`src/rtl/brnch_tag_alloc_if.sv`:
```
// Bundle between the fetch-stage branch handler / ROB (master) and the branch tag allocator (slave).
// Valid/ready semantics: alloc_req[i] is a request valid and alloc_gnt[i] is its same-cycle ready;
// a slot is taken only on a cycle where both are high. commit_vld is valid-only (the allocator never back-pressures it).
interface brnch_tag_alloc_if #(
    parameter int TAG_W = 1
);
    logic [1:0]       alloc_req;
    logic [15:0]      alloc_pc0;
    logic [15:0]      alloc_pc1;
    logic [15:0]      alloc_tgt0;
    logic [15:0]      alloc_tgt1;
    logic [1:0]       alloc_pred;
    logic [1:0]       alloc_gnt;
    logic [TAG_W-1:0] alloc_tag0;
    logic [TAG_W-1:0] alloc_tag1;
    logic             commit_vld;
    logic [TAG_W-1:0] commit_tag;
    logic             commit_mispred;
    logic [TAG_W:0]   brnch_cnt;
    logic             brch_full;
    logic             redirect_vld;
    logic [15:0]      redirect_pc;
    logic             stall_fetch;
    logic             err_tag;
    logic             dbg_state;

    modport master (
        output alloc_req, alloc_pc0, alloc_pc1, alloc_tgt0, alloc_tgt1, alloc_pred,
        output commit_vld, commit_tag, commit_mispred,
        input  alloc_gnt, alloc_tag0, alloc_tag1, brnch_cnt, brch_full,
        input  redirect_vld, redirect_pc, stall_fetch, err_tag, dbg_state
    );

    modport slave (
        input  alloc_req, alloc_pc0, alloc_pc1, alloc_tgt0, alloc_tgt1, alloc_pred,
        input  commit_vld, commit_tag, commit_mispred,
        output alloc_gnt, alloc_tag0, alloc_tag1, brnch_cnt, brch_full,
        output redirect_vld, redirect_pc, stall_fetch, err_tag, dbg_state
    );
endinterface

```
`src/rtl/brnch_tag_alloc.sv`:
```
// In-order branch tag allocator: circular slot FIFO, retire on commit, and a
// flush/redirect/stall recovery sequence on a committed mispredict.
module brnch_tag_alloc #(
    parameter int NUM_TAGS    = 2,
    parameter int TAG_W       = 1,
    parameter int RECOVER_CYC = 3
) (
    input logic               clk,
    input logic               rst_n,
    brnch_tag_alloc_if.slave  bus
);
    localparam int CNT_W = TAG_W + 1;
    localparam int RC_W  = (RECOVER_CYC > 1) ? $clog2(RECOVER_CYC) : 1;
    localparam logic [CNT_W-1:0] FULL_C  = CNT_W'(NUM_TAGS);
    localparam logic [RC_W-1:0]  RC_LOAD = RC_W'(RECOVER_CYC - 1);
    localparam logic [0:0] ST_IDLE    = 1'b0;
    localparam logic [0:0] ST_RECOVER = 1'b1;

    logic [15:0]         pc_q   [NUM_TAGS];
    logic [15:0]         tgt_q  [NUM_TAGS];
    logic [NUM_TAGS-1:0] pred_q;

    logic [TAG_W-1:0] head, tail, tag1;
    logic [CNT_W-1:0] cnt, free, n_alloc;
    logic [0:0]       state;
    logic [RC_W-1:0]  rcnt;
    logic             stall_q, redirect_vld_q, err_q;
    logic [15:0]      redirect_pc_q;
    logic             legal, flush, retire, gate, gnt0, gnt1;

    // Grants look only at the registered count; a commit this cycle frees its slot next cycle.
    always_comb begin
        free    = FULL_C - cnt;
        legal   = bus.commit_vld && (cnt != '0) && (bus.commit_tag == head);
        flush   = legal && bus.commit_mispred;
        retire  = legal && !bus.commit_mispred;
        gate    = (state != ST_IDLE) || flush;
        gnt0    = bus.alloc_req[0] && (free >= CNT_W'(1)) && !gate;
        gnt1    = bus.alloc_req[1] && !gate &&
                  (bus.alloc_req[0] ? (gnt0 && (free >= CNT_W'(2))) : (free >= CNT_W'(1)));
        tag1    = gnt0 ? tail + TAG_W'(1) : tail;
        n_alloc = CNT_W'(gnt0) + CNT_W'(gnt1);
    end

    assign bus.alloc_gnt    = {gnt1, gnt0};
    assign bus.alloc_tag0   = tail;
    assign bus.alloc_tag1   = tag1;
    assign bus.brnch_cnt    = cnt;
    assign bus.brch_full    = (cnt == FULL_C);
    assign bus.redirect_vld = redirect_vld_q;
    assign bus.redirect_pc  = redirect_pc_q;
    assign bus.stall_fetch  = stall_q;
    assign bus.err_tag      = err_q;
    assign bus.dbg_state    = state;

    // Slot payload needs no reset: a slot is only read after it has been granted and written.
    always_ff @(posedge clk) begin
        if (gnt0) begin
            pc_q[tail]   <= bus.alloc_pc0;
            tgt_q[tail]  <= bus.alloc_tgt0;
            pred_q[tail] <= bus.alloc_pred[0];
        end
        if (gnt1) begin
            pc_q[tag1]   <= bus.alloc_pc1;
            tgt_q[tag1]  <= bus.alloc_tgt1;
            pred_q[tag1] <= bus.alloc_pred[1];
        end
    end

    always_ff @(posedge clk or negedge rst_n) begin
        if (!rst_n) begin
            cnt            <= '0;
            head           <= '0;
            tail           <= '0;
            state          <= ST_IDLE;
            rcnt           <= '0;
            stall_q        <= 1'b0;
            redirect_vld_q <= 1'b0;
            redirect_pc_q  <= '0;
            err_q          <= 1'b0;
        end else begin
            err_q          <= bus.commit_vld && !legal;
            redirect_vld_q <= flush;
            if (flush) begin
                cnt           <= '0;
                head          <= '0;
                tail          <= '0;
                state         <= ST_RECOVER;
                rcnt          <= RC_LOAD;
                stall_q       <= 1'b1;
                // A taken prediction was wrong, so the fall-through path is correct, and vice versa.
                redirect_pc_q <= pred_q[head] ? pc_q[head] + 16'd1 : tgt_q[head];
            end else begin
                cnt  <= cnt + n_alloc - CNT_W'(retire);
                tail <= tail + TAG_W'(n_alloc);
                if (retire) head <= head + TAG_W'(1);
                if (state == ST_RECOVER) begin
                    if (rcnt == '0) begin
                        state   <= ST_IDLE;
                        stall_q <= 1'b0;
                    end else begin
                        rcnt <= rcnt - RC_W'(1);
                    end
                end
            end
        end
    end
endmodule

```
`src/flat_wrapper.sv`:
```
// flat-port wrapper written by rule: the top's interface ports become plain ports
module brnch_tag_alloc_flat 
#(
    parameter int NUM_TAGS    = 2,
    parameter int TAG_W       = 1,
    parameter int RECOVER_CYC = 3
)
  (clk, rst_n, bus_alloc_req, bus_alloc_pc0, bus_alloc_pc1, bus_alloc_tgt0, bus_alloc_tgt1, bus_alloc_pred, bus_commit_vld, bus_commit_tag, bus_commit_mispred, bus_alloc_gnt, bus_alloc_tag0, bus_alloc_tag1, bus_brnch_cnt, bus_brch_full, bus_redirect_vld, bus_redirect_pc, bus_stall_fetch, bus_err_tag, bus_dbg_state);
  brnch_tag_alloc_if #(.TAG_W(TAG_W)) bus_i ();
  input logic clk;
  input logic rst_n;
  input wire logic [$bits(bus_i.alloc_req)-1:0] bus_alloc_req;
  input wire logic [$bits(bus_i.alloc_pc0)-1:0] bus_alloc_pc0;
  input wire logic [$bits(bus_i.alloc_pc1)-1:0] bus_alloc_pc1;
  input wire logic [$bits(bus_i.alloc_tgt0)-1:0] bus_alloc_tgt0;
  input wire logic [$bits(bus_i.alloc_tgt1)-1:0] bus_alloc_tgt1;
  input wire logic [$bits(bus_i.alloc_pred)-1:0] bus_alloc_pred;
  input wire logic [$bits(bus_i.commit_vld)-1:0] bus_commit_vld;
  input wire logic [$bits(bus_i.commit_tag)-1:0] bus_commit_tag;
  input wire logic [$bits(bus_i.commit_mispred)-1:0] bus_commit_mispred;
  output wire logic [$bits(bus_i.alloc_gnt)-1:0] bus_alloc_gnt;
  output wire logic [$bits(bus_i.alloc_tag0)-1:0] bus_alloc_tag0;
  output wire logic [$bits(bus_i.alloc_tag1)-1:0] bus_alloc_tag1;
  output wire logic [$bits(bus_i.brnch_cnt)-1:0] bus_brnch_cnt;
  output wire logic [$bits(bus_i.brch_full)-1:0] bus_brch_full;
  output wire logic [$bits(bus_i.redirect_vld)-1:0] bus_redirect_vld;
  output wire logic [$bits(bus_i.redirect_pc)-1:0] bus_redirect_pc;
  output wire logic [$bits(bus_i.stall_fetch)-1:0] bus_stall_fetch;
  output wire logic [$bits(bus_i.err_tag)-1:0] bus_err_tag;
  output wire logic [$bits(bus_i.dbg_state)-1:0] bus_dbg_state;
  assign bus_i.alloc_req = bus_alloc_req;
  assign bus_i.alloc_pc0 = bus_alloc_pc0;
  assign bus_i.alloc_pc1 = bus_alloc_pc1;
  assign bus_i.alloc_tgt0 = bus_alloc_tgt0;
  assign bus_i.alloc_tgt1 = bus_alloc_tgt1;
  assign bus_i.alloc_pred = bus_alloc_pred;
  assign bus_i.commit_vld = bus_commit_vld;
  assign bus_i.commit_tag = bus_commit_tag;
  assign bus_i.commit_mispred = bus_commit_mispred;
  assign bus_alloc_gnt = bus_i.alloc_gnt;
  assign bus_alloc_tag0 = bus_i.alloc_tag0;
  assign bus_alloc_tag1 = bus_i.alloc_tag1;
  assign bus_brnch_cnt = bus_i.brnch_cnt;
  assign bus_brch_full = bus_i.brch_full;
  assign bus_redirect_vld = bus_i.redirect_vld;
  assign bus_redirect_pc = bus_i.redirect_pc;
  assign bus_stall_fetch = bus_i.stall_fetch;
  assign bus_err_tag = bus_i.err_tag;
  assign bus_dbg_state = bus_i.dbg_state;
  brnch_tag_alloc #(.NUM_TAGS(NUM_TAGS), .TAG_W(TAG_W), .RECOVER_CYC(RECOVER_CYC)) u_core (.clk(clk), .rst_n(rst_n), .bus(bus_i));
endmodule
```
`config.mk`:
```
export PLATFORM = sky130hd
export DESIGN_NAME = brnch_tag_alloc_flat
export DESIGN_NICKNAME = d
export VERILOG_FILES = /design/src/rtl/brnch_tag_alloc_if.sv /design/src/rtl/brnch_tag_alloc.sv /design/src/flat_wrapper.sv
export SDC_FILE = /design/constraint.sdc
export NUM_CORES = 1
export LEC_CHECK = 0
export BUFFER_PORTS_ARGS = -buffer_cell sky130_fd_sc_hd__buf_4
export CORE_MARGIN = 2
export CORE_UTILIZATION = 59
export CTS_BUF_LIST = sky130_fd_sc_hd__clkbuf_4 sky130_fd_sc_hd__clkbuf_8 sky130_fd_sc_hd__clkbuf_16
export CTS_CLUSTER_SIZE = 12
export DETAILED_ROUTE_END_ITERATION = 12
export GPL_TIMING_DRIVEN = 0
export PLACE_DENSITY = 0.94
export SKIP_LAST_GASP = 1
export SLEW_MARGIN = 30
export SYNTH_ARGS = -nofsm -noshare
export SYNTH_HDL_FRONTEND = slang
export SYNTH_SLANG_ARGS = --single-unit
```
`constraint.sdc`:
```
create_clock -name clk -period 6.2 [get_ports clk]
set_clock_uncertainty 0.15 [all_clocks]
set_input_delay 0.31 -clock clk [delete_from_list [all_inputs] [get_ports clk]]
set_output_delay 0.31 -clock clk [all_outputs]
set_load 0.05 [all_outputs]
```
==> flow_metrics.py <==
metrics = {
    "synthesis": {
        "synthTopCellsByCount": "mux2_2, edfxtp_1, mux2i_1",
        "yosysTopAreaCellShare_pct": 39.5,
        "ys_seq_elements": 92,
        "synth_area_leaders": "edfxtp_1, mux2_2, dfrtp_1",
        "synth_edf_count": 64,
        "netlist_area_um2": 4860,
        "syn_nets": 466,
        "yosys.area.top_type": "edfxtp_1",
        "seq_area_frac_synth_pct": 53.7,
        "yosysMostFrequentCell": "mux2_2",
        "ys_async_sr_fraction_pct": 28.3,
        "synth_flop_cell": "edfxtp_1",
        "synth_warnings": 0,
        "ys_types": 41,
        "postSynthAreaPerCell_um2": 12.7,
        "netlist_instances": 383,
    },
    "grt": {
        "gr-total-overflow": 0,
        "grtUsageTotal_pct": 26.1,
        "antenna_found_initial": 0,
        "grt_first_pass_wirelength_um": 17600,
        "grt_pass1_vias": 3648,
        "grt_start_max_net_pins": 33,
    },
    "sta": {
        "fin_tns_setup_ns": 0,
        "fmax_mhz": 253,
        "fin_crit_sh_pct": 63.8,
        "min_period_ns": 3.96,
        "worst_pin_slew_ns": 0.786,
        "hold_violations": 0,
        "rsz0062_at_grt": "no",
        "maxSlewViolCount": 0,
        "hold-worst-slack_ns": 0.0414,
        "relSlewSlack_pct": 47.3,
        "setup_viol": 0,
    },
    "die": {
        "die_w_um": 94.8,
        "core-area_um2": 8090,
        "die_y_um": 94.8,
        "rows": 33,
        "dieArea_um2": 8980,
        "io_pins": 100,
        "start_util_pct": 60.1,
    },
    "worst_setup_path": {
        "reg2regPathDepth": 13,
        "timing.rr.end": "u_core.pc_q[0][12]",
        "cp_data_arrival_time_ns": 3.92,
        "worst-path-buf-inv": 6,
        "required_ns": 6.16,
        "path_delay_family": "buffers and inverters",
        "ff2ff_setup_slack_ns": 2.24,
        "end_kind": "flip-flop",
        "crit_cells": 13,
        "rr_startpoint": "u_core.bus.brnch_cnt[0]",
        "cp_cell_sequence": "inv_1 -> ha_1 -> nand3b_1 -> or2_2 -> clkbuf_1 -> buf_1 -> and3_1 -> ha_1 -> inv_1 -> or2_2 -> buf_2 -> buf_2 -> mux2_2",
        "crit_slowest_cell": "buf_1",
        "critPathLaunchType": "flip-flop",
        "path_max_fanout": 10,
        "slowest_delay_ns": 0.46,
        "critPathKind": "flip-flop to flip-flop",
    },
    "layout": {
        "drive_gt1_share_pct": 41.5,
        "fillers": 561,
        "area_delta_synth_final_pct": 21.6,
        "n_antenna_cell": 0,
        "fin_util_pct": 73.1,
        "finalNetCount": 577,
        "layoutNonFillerInstCount": 604,
    },
    "clock_tree": {
        "clockRootBuffer": "clkbuf_8",
        "cts_buffers": 9,
        "cts_buffer_depth": 2,
        "hold_buffers": 1,
        "postCtsSetupRepairBufs": 0,
        "ctsResizeCount": 0,
        "cts_tree": "yes",
        "clock_latency_ns": 0.36,
        "cts.sinks": 92,
        "cts_max_level": 3,
        "cts.clk_slew.worst_paths_ns": 0.09,
    },
    "drt": {
        "ant_nets": 0,
        "drt-initial-drc-count": 245,
        "vias_per_cell": 5.83,
        "routed-via-count": 3520,
        "wl_um": 11200,
        "wire_per_inst_um": 18.5,
        "first_pass_iters": 4,
        "route.detailed.drc": 0,
    },
    "power_and_ir_drop": {
        "peakVddDrop_uv": 262,
        "power.density_nw_per_um2": 529,
        "p_leak_nw": 2.46,
        "power_w": 0.00313,
    },
    "hold_path": {
        "hold_class": "input pin to flip-flop",
        "hold_depth": 2,
        "hp-start": "bus_commit_vld",
        "hold_end": "u_core.bus.err_tag",
    },
    "place": {
        "place_congestion": 0.941,
        "portBuffers": 99,
        "post-dp-hpwl_um": 8330,
        "dp.cells": 587,
    },
    "run_status": {
        "status": "complete, no violations",
    },
    "run": {
        "maxCapViolations": 0,
    },
}
-- area by class of cell --
type,instances,area (µm²),share of cell area [%]
buffer,21,110,1.86
inverter,14,52.6,0.889
multi-input combinational,256,2090,35.3
clock buffer,9,124,2.09
clock inverter,7,43.8,0.741
sequential,92,2610,44.2
timing repair buffer,100,753,12.7
tap,105,131,2.22
-- per-layer routing --
| metal | GRT usage (%) | up-vias | part of all wire [%] |
|---|---|---|---|
| li1 | - | 1636 | - |
| met1 | 31.5 | 1718 | 38 |
| met2 | 45.5 | 138 | 52 |
| met3 | 5.83 | 28 | 6.6 |
| met4 | 10.3 | 0 | 2.7 |
| met5 | 0 | - | 0 |
-- registers in the layout, indices dropped and copies added, names as in the netlist --
name                     count
u_core.pred_q                2
u_core.bus.redirect_pc      16
u_core.pc_q                 32
u_core.bus.brnch_cnt         2
u_core.tgt_q                32
u_core.bus.alloc_tag0        1
u_core.bus.dbg_state         1
u_core.head                  1
u_core.rcnt                  2
u_core.bus.redirect_vld      1
u_core.bus.err_tag           1
u_core.bus.stall_fetch       1
-- how the worst max path moves through the flow --
stage / endpoint / start
finish: u_core.pc_q[0][12] / u_core.bus.brnch_cnt[0]
global route: u_core.pc_q[0][14] / u_core.bus.brnch_cnt[0]
CTS: u_core.pc_q[0][12] / u_core.bus.brnch_cnt[0]
detailed placement: u_core.pc_q[0][12] / u_core.bus.brnch_cnt[0]
global placement: u_core.pc_q[1][10] / u_core.bus.brnch_cnt[0]
floorplan: u_core.pc_q[0][10] / u_core.bus.brnch_cnt[0]
-- cells by family (layout without fill, tap and decap cells) --
logic type / count (synthesis) / count (layout) / synth area share (%)
and+or+nand+nor: 80 / 80 / 8.85
DFF: 92 / 92 / 53.7
xor gates and xnor gates: 16 / 16 / 2.88
adders and majority gates: 10 / 10 / 2.88
AOI/OAI and AO/OA: 52 / 52 / 6.31
buffers and inverters: 35 / 151 / 3.35
muxes: 98 / 98 / 22.0
-- layout by cell type (no fill, tap or decap), drive strengths merged, types with 4 or more instances in the layout --
| cell type | n |
|---|---|
| nor2 | 11 |
| dfrtp | 26 |
| clkbuf | 12 |
| mux2i | 28 |
| mux2 | 70 |
| nor3 | 10 |
| buf | 117 |
| nand3b | 5 |
| nand3 | 10 |
| nand2b | 4 |
| a21oi | 19 |
| xnor2 | 13 |
| o21ai | 18 |
| edfxtp | 64 |
| ha | 8 |
| nand2 | 22 |
| nand4 | 8 |
| inv | 14 |
| clkinv | 6 |
-- where the power goes --
| part | internal, W | switching (W) | total [W] |
|---|---|---|---|
| sequential | 0.00100 | 0.000151 | 0.00115 |
| combinational | 0.000615 | 0.00100 | 0.00162 |
| clock | 0.000144 | 0.000210 | 0.000354 |
| total | 0.00176 | 0.00136 | 0.00313 |
-- worst register-to-register path, cell delays in order, from the launching register on --
cell and delay (ns):
dfrtp_1 0.40, inv_1 0.11, ha_1 0.22, nand3b_1 0.14, or2_2 0.13, clkbuf_1 0.39
buf_1 0.46, and3_1 0.33, ha_1 0.25, inv_1 0.10, or2_2 0.13, buf_2 0.22
buf_2 0.31, mux2_2 0.38
-- stage by stage --
stage | setup WS (ns) | area [µm²]
CTS | 2.32 | 5910
finish | 2.24 | 5910
global placement | 2.29 | 5740
floorplan | 2.27 | 4860
detailed placement | 2.35 | 5740
global route | 2.03 | 5910
(Power assumes the default switching activity.)
